## config.mk

```make
export PLATFORM = sky130hd
export DESIGN_NAME = cp0_event_arbiter
export DESIGN_NICKNAME = d
export VERILOG_FILES = /design/src/rtl/cp0_pkg.sv /design/src/rtl/ring_stack.sv /design/src/rtl/cp0_event_arbiter.sv
export SDC_FILE = /design/constraint.sdc
export NUM_CORES = 1
export LEC_CHECK = 0
export CAP_MARGIN = 5
export CORE_ASPECT_RATIO = 2
export CORE_MARGIN = 2
export CORE_UTILIZATION = 35
export DETAILED_ROUTE_END_ITERATION = 10
export GPL_TIMING_DRIVEN = 0
export MAX_ROUTING_LAYER = met4
export PLACE_DENSITY = 0.66
export SKIP_CTS_REPAIR_TIMING = 1
export SLEW_MARGIN = 25
export SYNTH_ARGS = -nofsm -noshare
export SYNTH_HDL_FRONTEND = slang
export SYNTH_HIERARCHICAL = 1
export SYNTH_SLANG_ARGS = --single-unit
```

## constraint.sdc

```tcl
create_clock -name clk -period 4.95 [get_ports clk]
set_input_delay 1.485 -clock clk [delete_from_list [all_inputs] [get_ports clk]]
set_output_delay 1.485 -clock clk [all_outputs]
set_load 0.05 [all_outputs]
```

## src/rtl/cp0_pkg.sv

```systemverilog
// Shared encodings for the CP0 event arbiter: cause codes, event kinds,
// sequencer states, ring constants and the interrupt-level priority helper.
package cp0_pkg;

  localparam logic [31:0] HANDLER_ADDR_DEF = 32'h0000_0024;
  localparam int          STACK_DEPTH_DEF  = 4;

  localparam logic [2:0] RING_USER = 3'd0;
  localparam logic [2:0] RING_EXC  = 3'd4;

  localparam logic [2:0] CAUSE_NONE  = 3'd0;
  localparam logic [2:0] CAUSE_UNDEF = 3'd1;
  localparam logic [2:0] CAUSE_OVF   = 3'd2;
  localparam logic [2:0] CAUSE_RANGE = 3'd4;

  typedef enum logic [1:0] {
    KIND_NONE = 2'd0,
    KIND_EXC  = 2'd1,
    KIND_IRQ  = 2'd2,
    KIND_ERET = 2'd3
  } evt_kind_e;

  typedef enum logic [1:0] {
    ST_IDLE     = 2'd0,
    ST_FLUSH    = 2'd1,
    ST_REDIRECT = 2'd2
  } state_e;

  // Highest pending line wins; line i maps to level i+1, 0 means nothing pending.
  function automatic logic [2:0] irq_level(input logic [2:0] pend);
    logic [2:0] lvl;
    lvl = 3'd0;
    if (pend[2])      lvl = 3'd3;
    else if (pend[1]) lvl = 3'd2;
    else if (pend[0]) lvl = 3'd1;
    return lvl;
  endfunction

  function automatic logic [2:0] level_mask(input logic [2:0] lvl);
    logic [2:0] mask;
    mask = 3'b000;
    case (lvl)
      3'd1:    mask = 3'b001;
      3'd2:    mask = 3'b010;
      3'd3:    mask = 3'b100;
      default: mask = 3'b000;
    endcase
    return mask;
  endfunction

endpackage

```

## src/rtl/ring_stack.sv

```systemverilog
// Small LIFO holding the privilege rings to return to on ERET.
// An empty stack presents 0 (user ring) on top.
module ring_stack
  import cp0_pkg::*;
#(
  parameter int DEPTH = STACK_DEPTH_DEF
) (
  input  logic       clk,
  input  logic       rst_n,
  input  logic       push,
  input  logic       pop,
  input  logic [2:0] din,
  output logic [2:0] top,
  output logic       empty,
  output logic       full
);

  localparam int             AW      = (DEPTH > 1) ? $clog2(DEPTH) : 1;
  localparam int             CW      = $clog2(DEPTH + 1);
  localparam logic [CW-1:0]  DEPTH_C = CW'(DEPTH);

  logic [2:0]    mem_q [DEPTH];
  logic [CW-1:0] cnt_q;
  logic [CW-1:0] cnt_d;
  logic [CW-1:0] top_idx;

  assign empty   = (cnt_q == '0);
  assign full    = (cnt_q == DEPTH_C);
  assign top_idx = cnt_q - CW'(1);
  assign top     = empty ? 3'd0 : mem_q[top_idx[AW-1:0]];

  always_comb begin
    cnt_d = cnt_q;
    if (push && !full)      cnt_d = cnt_q + CW'(1);
    else if (pop && !empty) cnt_d = cnt_q - CW'(1);
  end

  always_ff @(posedge clk) begin
    if (!rst_n) begin
      cnt_q <= '0;
      for (int i = 0; i < DEPTH; i++) mem_q[i] <= '0;
    end else begin
      cnt_q <= cnt_d;
      if (push && !full) mem_q[cnt_q[AW-1:0]] <= din;
    end
  end

endmodule

```

## src/rtl/cp0_event_arbiter.sv

```systemverilog
// Picks one CP0 event per idle cycle (exception > interrupt > ERET), tracks the
// ring nesting, and drives the flush-then-redirect sequence plus a CP0 write strobe.
module cp0_event_arbiter
  import cp0_pkg::*;
#(
  parameter logic [31:0] HANDLER_ADDR = HANDLER_ADDR_DEF,
  parameter int          STACK_DEPTH  = STACK_DEPTH_DEF
) (
  input  logic        clk,
  input  logic        rst_n,
  input  logic        cpu_en,
  input  logic        ie,
  input  logic [2:0]  exc_cause,
  input  logic [31:0] ex_pc,
  input  logic [31:0] id_pc,
  input  logic [2:0]  irq_in,
  input  logic        eret_req,
  input  logic [31:0] epc_in,
  output logic        evt_valid,
  output logic [1:0]  evt_kind,
  output logic [2:0]  evt_cause,
  output logic [31:0] evt_epc,
  output logic        flush,
  output logic        redirect_valid,
  output logic [31:0] redirect_pc,
  output logic [2:0]  ring,
  output logic [2:0]  irq_pending,
  output logic        double_fault,
  output logic        busy
);

  state_e      state_q, state_d;
  logic [2:0]  ring_q, ring_d;
  logic [2:0]  pending_q, pending_d;
  logic [2:0]  irq_prev_q;
  logic        df_q, df_d;
  logic        evt_valid_q, evt_valid_d;
  evt_kind_e   kind_q, kind_d;
  logic [2:0]  cause_q, cause_d;
  logic [31:0] epc_q, epc_d;
  logic [31:0] target_q, target_d;

  logic [2:0]  irq_edge;
  logic [2:0]  irq_lvl;
  logic [2:0]  clr_mask;
  logic        stk_push, stk_pop;
  logic [2:0]  stk_top;
  logic        stk_empty, stk_full;

  ring_stack #(.DEPTH(STACK_DEPTH)) u_ring_stack (
    .clk   (clk),
    .rst_n (rst_n),
    .push  (stk_push),
    .pop   (stk_pop),
    .din   (ring_q),
    .top   (stk_top),
    .empty (stk_empty),
    .full  (stk_full)
  );

  assign irq_edge = irq_in & ~irq_prev_q;
  assign irq_lvl  = irq_level(pending_q);

  always_comb begin
    state_d     = state_q;
    ring_d      = ring_q;
    df_d        = df_q;
    evt_valid_d = 1'b0;
    kind_d      = kind_q;
    cause_d     = cause_q;
    epc_d       = epc_q;
    target_d    = target_q;
    stk_push    = 1'b0;
    stk_pop     = 1'b0;
    clr_mask    = 3'b000;

    case (state_q)
      ST_IDLE: begin
        if (exc_cause != CAUSE_NONE && ie) begin
          evt_valid_d = 1'b1;
          kind_d      = KIND_EXC;
          cause_d     = exc_cause;
          epc_d       = ex_pc + 32'd4;
          target_d    = HANDLER_ADDR;
          state_d     = ST_FLUSH;
          // A nested exception cannot deepen the stack; it is flagged instead.
          if (ring_q == RING_EXC) begin
            df_d = 1'b1;
          end else begin
            stk_push = !stk_full;
            ring_d   = RING_EXC;
          end
        end else if (ie && irq_lvl > ring_q) begin
          evt_valid_d = 1'b1;
          kind_d      = KIND_IRQ;
          cause_d     = irq_lvl;
          epc_d       = id_pc;
          target_d    = HANDLER_ADDR;
          state_d     = ST_FLUSH;
          stk_push    = !stk_full;
          ring_d      = irq_lvl;
          clr_mask    = level_mask(irq_lvl);
        end else if (eret_req) begin
          evt_valid_d = 1'b1;
          kind_d      = KIND_ERET;
          cause_d     = CAUSE_NONE;
          epc_d       = 32'd0;
          target_d    = epc_in;
          state_d     = ST_FLUSH;
          stk_pop     = !stk_empty;
          ring_d      = stk_top;
        end
      end
      ST_FLUSH:    if (cpu_en) state_d = ST_REDIRECT;
      ST_REDIRECT: if (cpu_en) state_d = ST_IDLE;
      default:     state_d = ST_IDLE;
    endcase

    // A fresh edge on a line being cleared keeps it pending.
    pending_d = (pending_q & ~clr_mask) | irq_edge;
  end

  always_ff @(posedge clk) begin
    if (!rst_n) begin
      state_q     <= ST_IDLE;
      ring_q      <= RING_USER;
      pending_q   <= '0;
      irq_prev_q  <= '0;
      df_q        <= 1'b0;
      evt_valid_q <= 1'b0;
      kind_q      <= KIND_NONE;
      cause_q     <= '0;
      epc_q       <= '0;
      target_q    <= '0;
    end else begin
      state_q     <= state_d;
      ring_q      <= ring_d;
      pending_q   <= pending_d;
      irq_prev_q  <= irq_in;
      df_q        <= df_d;
      evt_valid_q <= evt_valid_d;
      kind_q      <= kind_d;
      cause_q     <= cause_d;
      epc_q       <= epc_d;
      target_q    <= target_d;
    end
  end

  assign evt_valid      = evt_valid_q;
  assign evt_kind       = kind_q;
  assign evt_cause      = cause_q;
  assign evt_epc        = epc_q;
  assign flush          = (state_q == ST_FLUSH);
  assign redirect_valid = (state_q == ST_REDIRECT);
  assign redirect_pc    = target_q;
  assign ring           = ring_q;
  assign irq_pending    = pending_q;
  assign double_fault   = df_q;
  assign busy           = (state_q != ST_IDLE);

endmodule

```

=== Yosys cells after proc, flatten, opt, wreduce, memory -nomap -nowiden ===
Memories as Yosys holds them, arrays and structs flattened.
Index checks and enable logic that the tools add are counted.

* ROM bits: 0
* RAM bits: 12
* Logic and storage cells: 100
* Register bits after elaboration: 85
* Output and inout bits: 80
* Memories: 1
* Latch bits: 0
* Input port bits: 107

* Divide/modulo/power cells: 0
* Bitwise logic cells: 5
* Add/sub/neg operators: 3
* Eq/ne operators: 11
* Reduce and logical (&&, ||, !) cells: 18
* Multiplexer cells: 50
* Order comparisons: 1
* $mul: 0
* Shifts and indexed selects: 0

{| class="wikitable"
|+ Memories
! memory !! words !! width !! read ports !! clocked after memory_dff !! write ports !! RTL line !! source
|-
| u_ring_stack.mem_q || 4 || 3 || 1 || 0 || 4 || ring_stack.sv:22 || <nowiki>logic [2:0] mem_q [DEPTH];</nowiki>
|}

{| class="wikitable"
|+ Operator list
! kind !! count
|-
| $mux W32 || 6
|-
| $mux W3 || 14
|-
| $add A32 B3 Y32 const B || 1
|-
| $mux W2 || 11
|-
| $mux W1 || 17
|-
| $pmux W3 S3 || 1
|-
| $reduce_and A3 Y1 || 3
|-
| $and A3 B3 Y3 || 2
|-
| $eq A3 B2 Y1 const B || 2
|-
| $eq A3 B3 Y1 const B || 2
|-
| $ne A2 B2 Y1 const B || 3
|-
| $not A3 Y3 || 2
|-
| $pmux W2 S3 || 1
|-
| $reduce_bool A3 Y1 || 2
|-
| $logic_and A1 B1 Y1 || 4
|-
| $ne A4 B4 Y1 const B || 1
|-
| $reduce_and A2 Y1 || 2
|-
| $reduce_bool A2 Y1 || 2
|-
| $add A3 B1 Y3 const B || 1
|-
| $eq A3 B1 Y1 const B || 1
|-
| $gt A3 B3 Y1 || 1
|-
| $logic_not A3 Y1 || 1
|-
| $or A3 B3 Y3 || 1
|-
| $reduce_or A3 Y1 || 1
|-
| 5 further kinds || 6
|}

=== Logic depth before layout (Yosys ltp) ===
* Word-level depth: 14
* Mapped depth: 11
* Depth with buffers taken out: 10

=== Hierarchy ===
Netlist, hierarchy kept.

{| class="wikitable"
|+ Modules (own cells, without submodules)
! module !! area an instance (µm²) !! sequential area each (µm²) !! instances !! cells each
|-
| cp0_event_arbiter || 3791.1 || 1641.6 || 1 || 426
|-
| ring_stack || 890.9 || 420.4 || 1 || 71
|}

=== Worst setup path before layout ===
OpenSTA, ideal clock, no wires.

* Path type: input port to flip-flop
* Start: input exc_cause[0]
* End: memory u_ring_stack.mem_q[1][0] (enable)
* Setup time: 0.304 ns
* Data arrival time: 3.457 ns
* Setup slack: 1.189 ns
* Stages: 6
* Path buffers: 0
* Required time: 4.646 ns
* Cells stage by stage: o31ai_1 > nor4b_1 > nor4_1 > nand2_1 > nor4_2 > nand2b_1

{| class="wikitable"
|+ RTL lines
! element !! RTL line !! source
|-
| start, declared || cp0_event_arbiter.sv:13 || <nowiki>input logic [2:0] exc_cause,</nowiki>
|-
| end, declared || ring_stack.sv:22 ||
|}

==> impl_metrics.json <==
{
  "final_hold_viol_count": 0,
  "global_route.overflow_total": 0,
  "path_cells": "clkdlybuf4s50_1, o31ai_1, nor4b_1, nor4_2, nand2_1, nor4_2, nand2b_1",
  "critical-path-top-cell-by-count": "sky130_fd_sc_hd__nor4_2",
  "power.leakage_nw": 2.57,
  "cts_made_buffers": 9,
  "critical_path.endpoint_type": "flop",
  "clockRootBuffer": "sky130_fd_sc_hd__clkbuf_16",
  "min-delay-start": "redirect_pc[22]",
  "die_w_um": 85.8,
  "layout_cell_share_with_drive_strength_beyond_1_pct": 6.16,
  "ir_worst_vdd_v": 0.000216,
  "crit_path_start_kind": "input port",
  "clock_skew_ps": 12.7,
  "yosysSeqAreaShare_pct": 44.0,
  "clock-sinks": 97,
  "status": "finished with violations",
  "ys_dominant_reg_cell": "sky130_fd_sc_hd__dfxtp_1",
  "grt_antenna_before_repair": 0,
  "yosys.area_share.adder_pct": 1.60,
  "timing.critical_path.required_ps": 5000,
  "clock.fmax_mhz": 228,
  "worstHoldPathCells": 1,
  "final_critical_path_setup_slack_ps": 567,
  "cp_max_fo": 7,
  "xor_and_xnor_fraction_of_the_mapped_netlist_area_pct": 2.81,
  "synth-simple-area-share_pct": 18.5,
  "grt_max_degree": 20,
  "unrepaired_setup_endpoints_after_global_routing": "false",
  "core_region_area_mm2": 0.0131,
  "delay_contributed_by_the_slowest_stage_of_the_critical_path_ps": 820,
  "final_max_slew_viol_count": 0,
  "first_global_vias": 4799,
  "global_route_wire_length_before_repair_um": 24600,
  "routed_wire_length_per_instance_um": 18.3,
  "timing.slew.headroom_pct": 37.7,
  "cp_top_family": "simple AND/OR/NAND/NOR gates",
  "post_synth_mux_area_share_pct": 2.32,
  "avgViaCountPerCell": 5.53,
  "worst-r2r-setup-slack_ps": 1470,
  "fp-row-count": 59,
  "dp_hpwl_um": 12400,
  "gr-usage-all-layers_pct": 22.4,
  "areaGrowthSynthToFinish_pct": 50.7,
  "synth_edf_count": 12,
  "timing.final.crit_period_ps": 4380,
  "postRouteAntennaNets": 0,
  "proportion_of_register_bits_with_asynchronous_set_or_reset_after_synthesis_pct": 0,
  "clockBufferDepth": 2,
  "drc": 10,
  "worst-endpoint-arrival_ps": 4430,
  "detail_route.iter0.violations": 257,
  "detail_route.first_pass.iterations": 8,
  "timing.critical_path.slowest_stage_cell": "sky130_fd_sc_hd__o31ai_1",
  "cts.reportedPaths.clkPinSlew_ps": 70,
  "finalSetupViolations": 0,
  "synth-warning-count": 6,
  "layout_worst_path_cycle_share_pct": 88.6,
  "layout.core_utilization_pct": 54.0,
  "kind_of_critical_path": "input port to flop",
  "r2r_end": "u_ring_stack/mem_q[1][2]",
  "fp.dieArea_mm2": 0.0144,
  "hold-path-endpoint": "redirect_pc[22]",
  "rr_startpoint": "irq_pending[2]",
  "ys_ff_latch": 97,
  "avg_synthesized_cell_area_um2": 9.42,
  "dieHeight_um": 168,
  "hold_path_class": "flop to flop",
  "nNetsFinal": 806,
  "initial_utilization_pct": 35.8,
  "portBuffers": 185,
  "synth_top_family_by_area": "compound AO/OA/AOI/OAI gates",
  "cts-htree-levels": 3,
  "critical_path_buf_inv_count": 1,
  "routed-via-count": 4698,
  "io_pins": 187,
  "syn-num-nets": 610,
  "gpl.final_weighted_congestion": 0.910,
  "power.density_mw_per_mm2": 358,
  "syn-instance-count": 497,
  "synth_cell_types": 58,
  "cell_depth_of_the_worst_flop_to_flop_path": 10,
  "timing_worst_slew_pin_value_ps": 926,
  "worst_skew_pair.late_latency_ps": 350,
  "area_fraction_in_compound_gates_after_synthesis_pct": 26.0,
  "cts_tree": "built",
  "violations": "DRC",
  "synthesis.area_mm2": 0.00468,
  "maxCapViolations": 0,
  "place_worst_setup_slack_ps": -105,
  "diodes": 0,
  "wl_um": 15600
}
## cells by family (layout without fill, tap and decap cells)
kind of cell	Yosys count	after routing
AO/OA/AOI/OAI	172	172
flip-flops	97	97
XOR/XNOR	15	15
buffers and inverters	49	250
AND/OR/NAND/NOR	151	151
adder cells (fa/ha/maj)	6	6
multiplexers	7	7
## layout by cell type, fill, tap and decap left out, drive strengths merged, types with 7 or more instances in the layout
master         Yosys  final
and2              23     23
nand3             10     10
clkbuf            22     31
buf               16     16
nor2              19     19
a22o              30     30
o21a               7      7
clkdlybuf4s50      0    185
a31oi             14     14
o21ai             52     52
inv               11     13
xor2               9      9
nor2b             14     14
o31a               9      9
dfxtp             85     85
nand4              7      7
a221oi            11     11
nor4              13     13
a21oi             11     11
nand2             27     27
edfxtp            12     12
nor3              16     16
a22oi              9      9
nand2b             8      8
## worst max path at each step
stage | from | to | cells past startpoint
5_1_grt | exc_cause[0] | u_ring_stack/mem_q[1][2] | 7
6_report | exc_cause[0] | u_ring_stack/mem_q[1][2] | 7
4_1_cts | exc_cause[0] | u_ring_stack/mem_q[1][2] | 7
3_3_place_gp | exc_cause[0] | u_ring_stack/mem_q[1][2] | 7
2_1_floorplan | exc_cause[0] | u_ring_stack/mem_q[1][0] | 6
3_5_place_dp | exc_cause[0] | u_ring_stack/mem_q[1][2] | 7
## cell type report
class | count | area, um^2
fillers | 1184 | 6010
well taps | 152 | 190
plain buffers | 38 | 180
multi-input cells | 351 | 2400
inverters | 11 | 41.3
flip-flops and latches | 97 | 2060
clock inverters | 7 | 101
clock buffers | 9 | 225
repair buffers | 185 | 1850
## Yosys cell counts (2+ instances only)
master                      count  share of area [%]
sky130_fd_sc_hd__mux4_2         3                1.4
sky130_fd_sc_hd__a22o_1        30                5.6
sky130_fd_sc_hd__o21ai_0       51                5.5
sky130_fd_sc_hd__o2bb2ai_1      4               0.75
sky130_fd_sc_hd__buf_2          9               0.96
sky130_fd_sc_hd__a221oi_1      11                2.1
sky130_fd_sc_hd__o221ai_1       2               0.37
sky130_fd_sc_hd__nor3_1        15                1.6
sky130_fd_sc_hd__nand4_1        6               0.80
sky130_fd_sc_hd__nand2_1       27                2.2
sky130_fd_sc_hd__dfxtp_1       85                 36
sky130_fd_sc_hd__and4_1         2               0.37
sky130_fd_sc_hd__nand3_1       10                1.1
sky130_fd_sc_hd__inv_1         10               0.80
sky130_fd_sc_hd__a22oi_1        9                1.4
sky130_fd_sc_hd__o211a_1        5                1.1
sky130_fd_sc_hd__nor2b_1       13                1.7
sky130_fd_sc_hd__edfxtp_1      12                7.7
sky130_fd_sc_hd__a31oi_1       14                1.9
sky130_fd_sc_hd__nor4b_1        2               0.37
sky130_fd_sc_hd__xor2_1         9                1.7
sky130_fd_sc_hd__nor4_1        10                1.3
sky130_fd_sc_hd__o31ai_1        2               0.32
sky130_fd_sc_hd__o2111ai_1      2               0.37
sky130_fd_sc_hd__clkbuf_1      22                1.8
sky130_fd_sc_hd__nor2_1        19                1.5
sky130_fd_sc_hd__ha_1           6                1.6
sky130_fd_sc_hd__o31a_1         9                1.7
sky130_fd_sc_hd__o21a_1         7                1.1
sky130_fd_sc_hd__nand2b_1       8                1.1
sky130_fd_sc_hd__and2_1        23                3.1
sky130_fd_sc_hd__nor4_4         2               0.91
sky130_fd_sc_hd__nor3b_1        6               0.96
sky130_fd_sc_hd__xnor2_1        6                1.1
sky130_fd_sc_hd__buf_1          3               0.24
sky130_fd_sc_hd__a21oi_1       11                1.2
sky130_fd_sc_hd__mux2i_1        3               0.64
sky130_fd_sc_hd__buf_6          3               0.72
sky130_fd_sc_hd__or4_1          2               0.32
sky130_fd_sc_hd__a21boi_0       6               0.96
## registers in the layout, indices dropped and copies added, names as in the netlist, 2 cells and up
signal	count
irq_pending	3
u_ring_stack/mem_q	12
redirect_pc	32
evt_kind	2
irq_prev_q	3
evt_cause	3
u_ring_stack/cnt_q	3
evt_epc	32
state_q	2
ring	3
## power by group
part	internal (mW)	switching [mW]	total (mW)
clock	0.409	0.337	0.746
combinational	0.324	0.528	0.852
sequential	0.875	0.0513	0.926
total	1.61	0.917	2.52
## worst reg2reg max path, cell delays in order (launching register included)
cell and delay (ps):
sky130_fd_sc_hd__dfxtp_1 350, sky130_fd_sc_hd__or2_2 330, sky130_fd_sc_hd__ha_1 300, sky130_fd_sc_hd__nor2b_1 230
sky130_fd_sc_hd__o211a_1 160, sky130_fd_sc_hd__buf_2 190, sky130_fd_sc_hd__nor2_1 90, sky130_fd_sc_hd__nor4_2 590
sky130_fd_sc_hd__nand2_1 340, sky130_fd_sc_hd__nor4_2 370, sky130_fd_sc_hd__nand2b_1 220
## through the flow
step           power, mW  instance area (um^2)  TNS [ps]  std cells  hold slack (ps)
2_1_floorplan       1.45                  4680         0        497              470
3_3_place_gp        1.78                  6720      -248        834              462
3_5_place_dp        1.79                  6720      -432        834              463
4_1_cts             2.54                  7050         0        850              485
5_1_grt             2.64                  7060         0        850              504
6_report            2.52                  7060         0        850              479
## layer usage
layer	vias to the layer above	share of wire [%]	GRT usage, %
li1	2264	-	-
met4	0	4.5	11.2
met2	171	54	40.7
met3	41	4.2	2.91
met5	-	0	-
met1	2222	37	23.2
(Power assumes the default switching activity.)
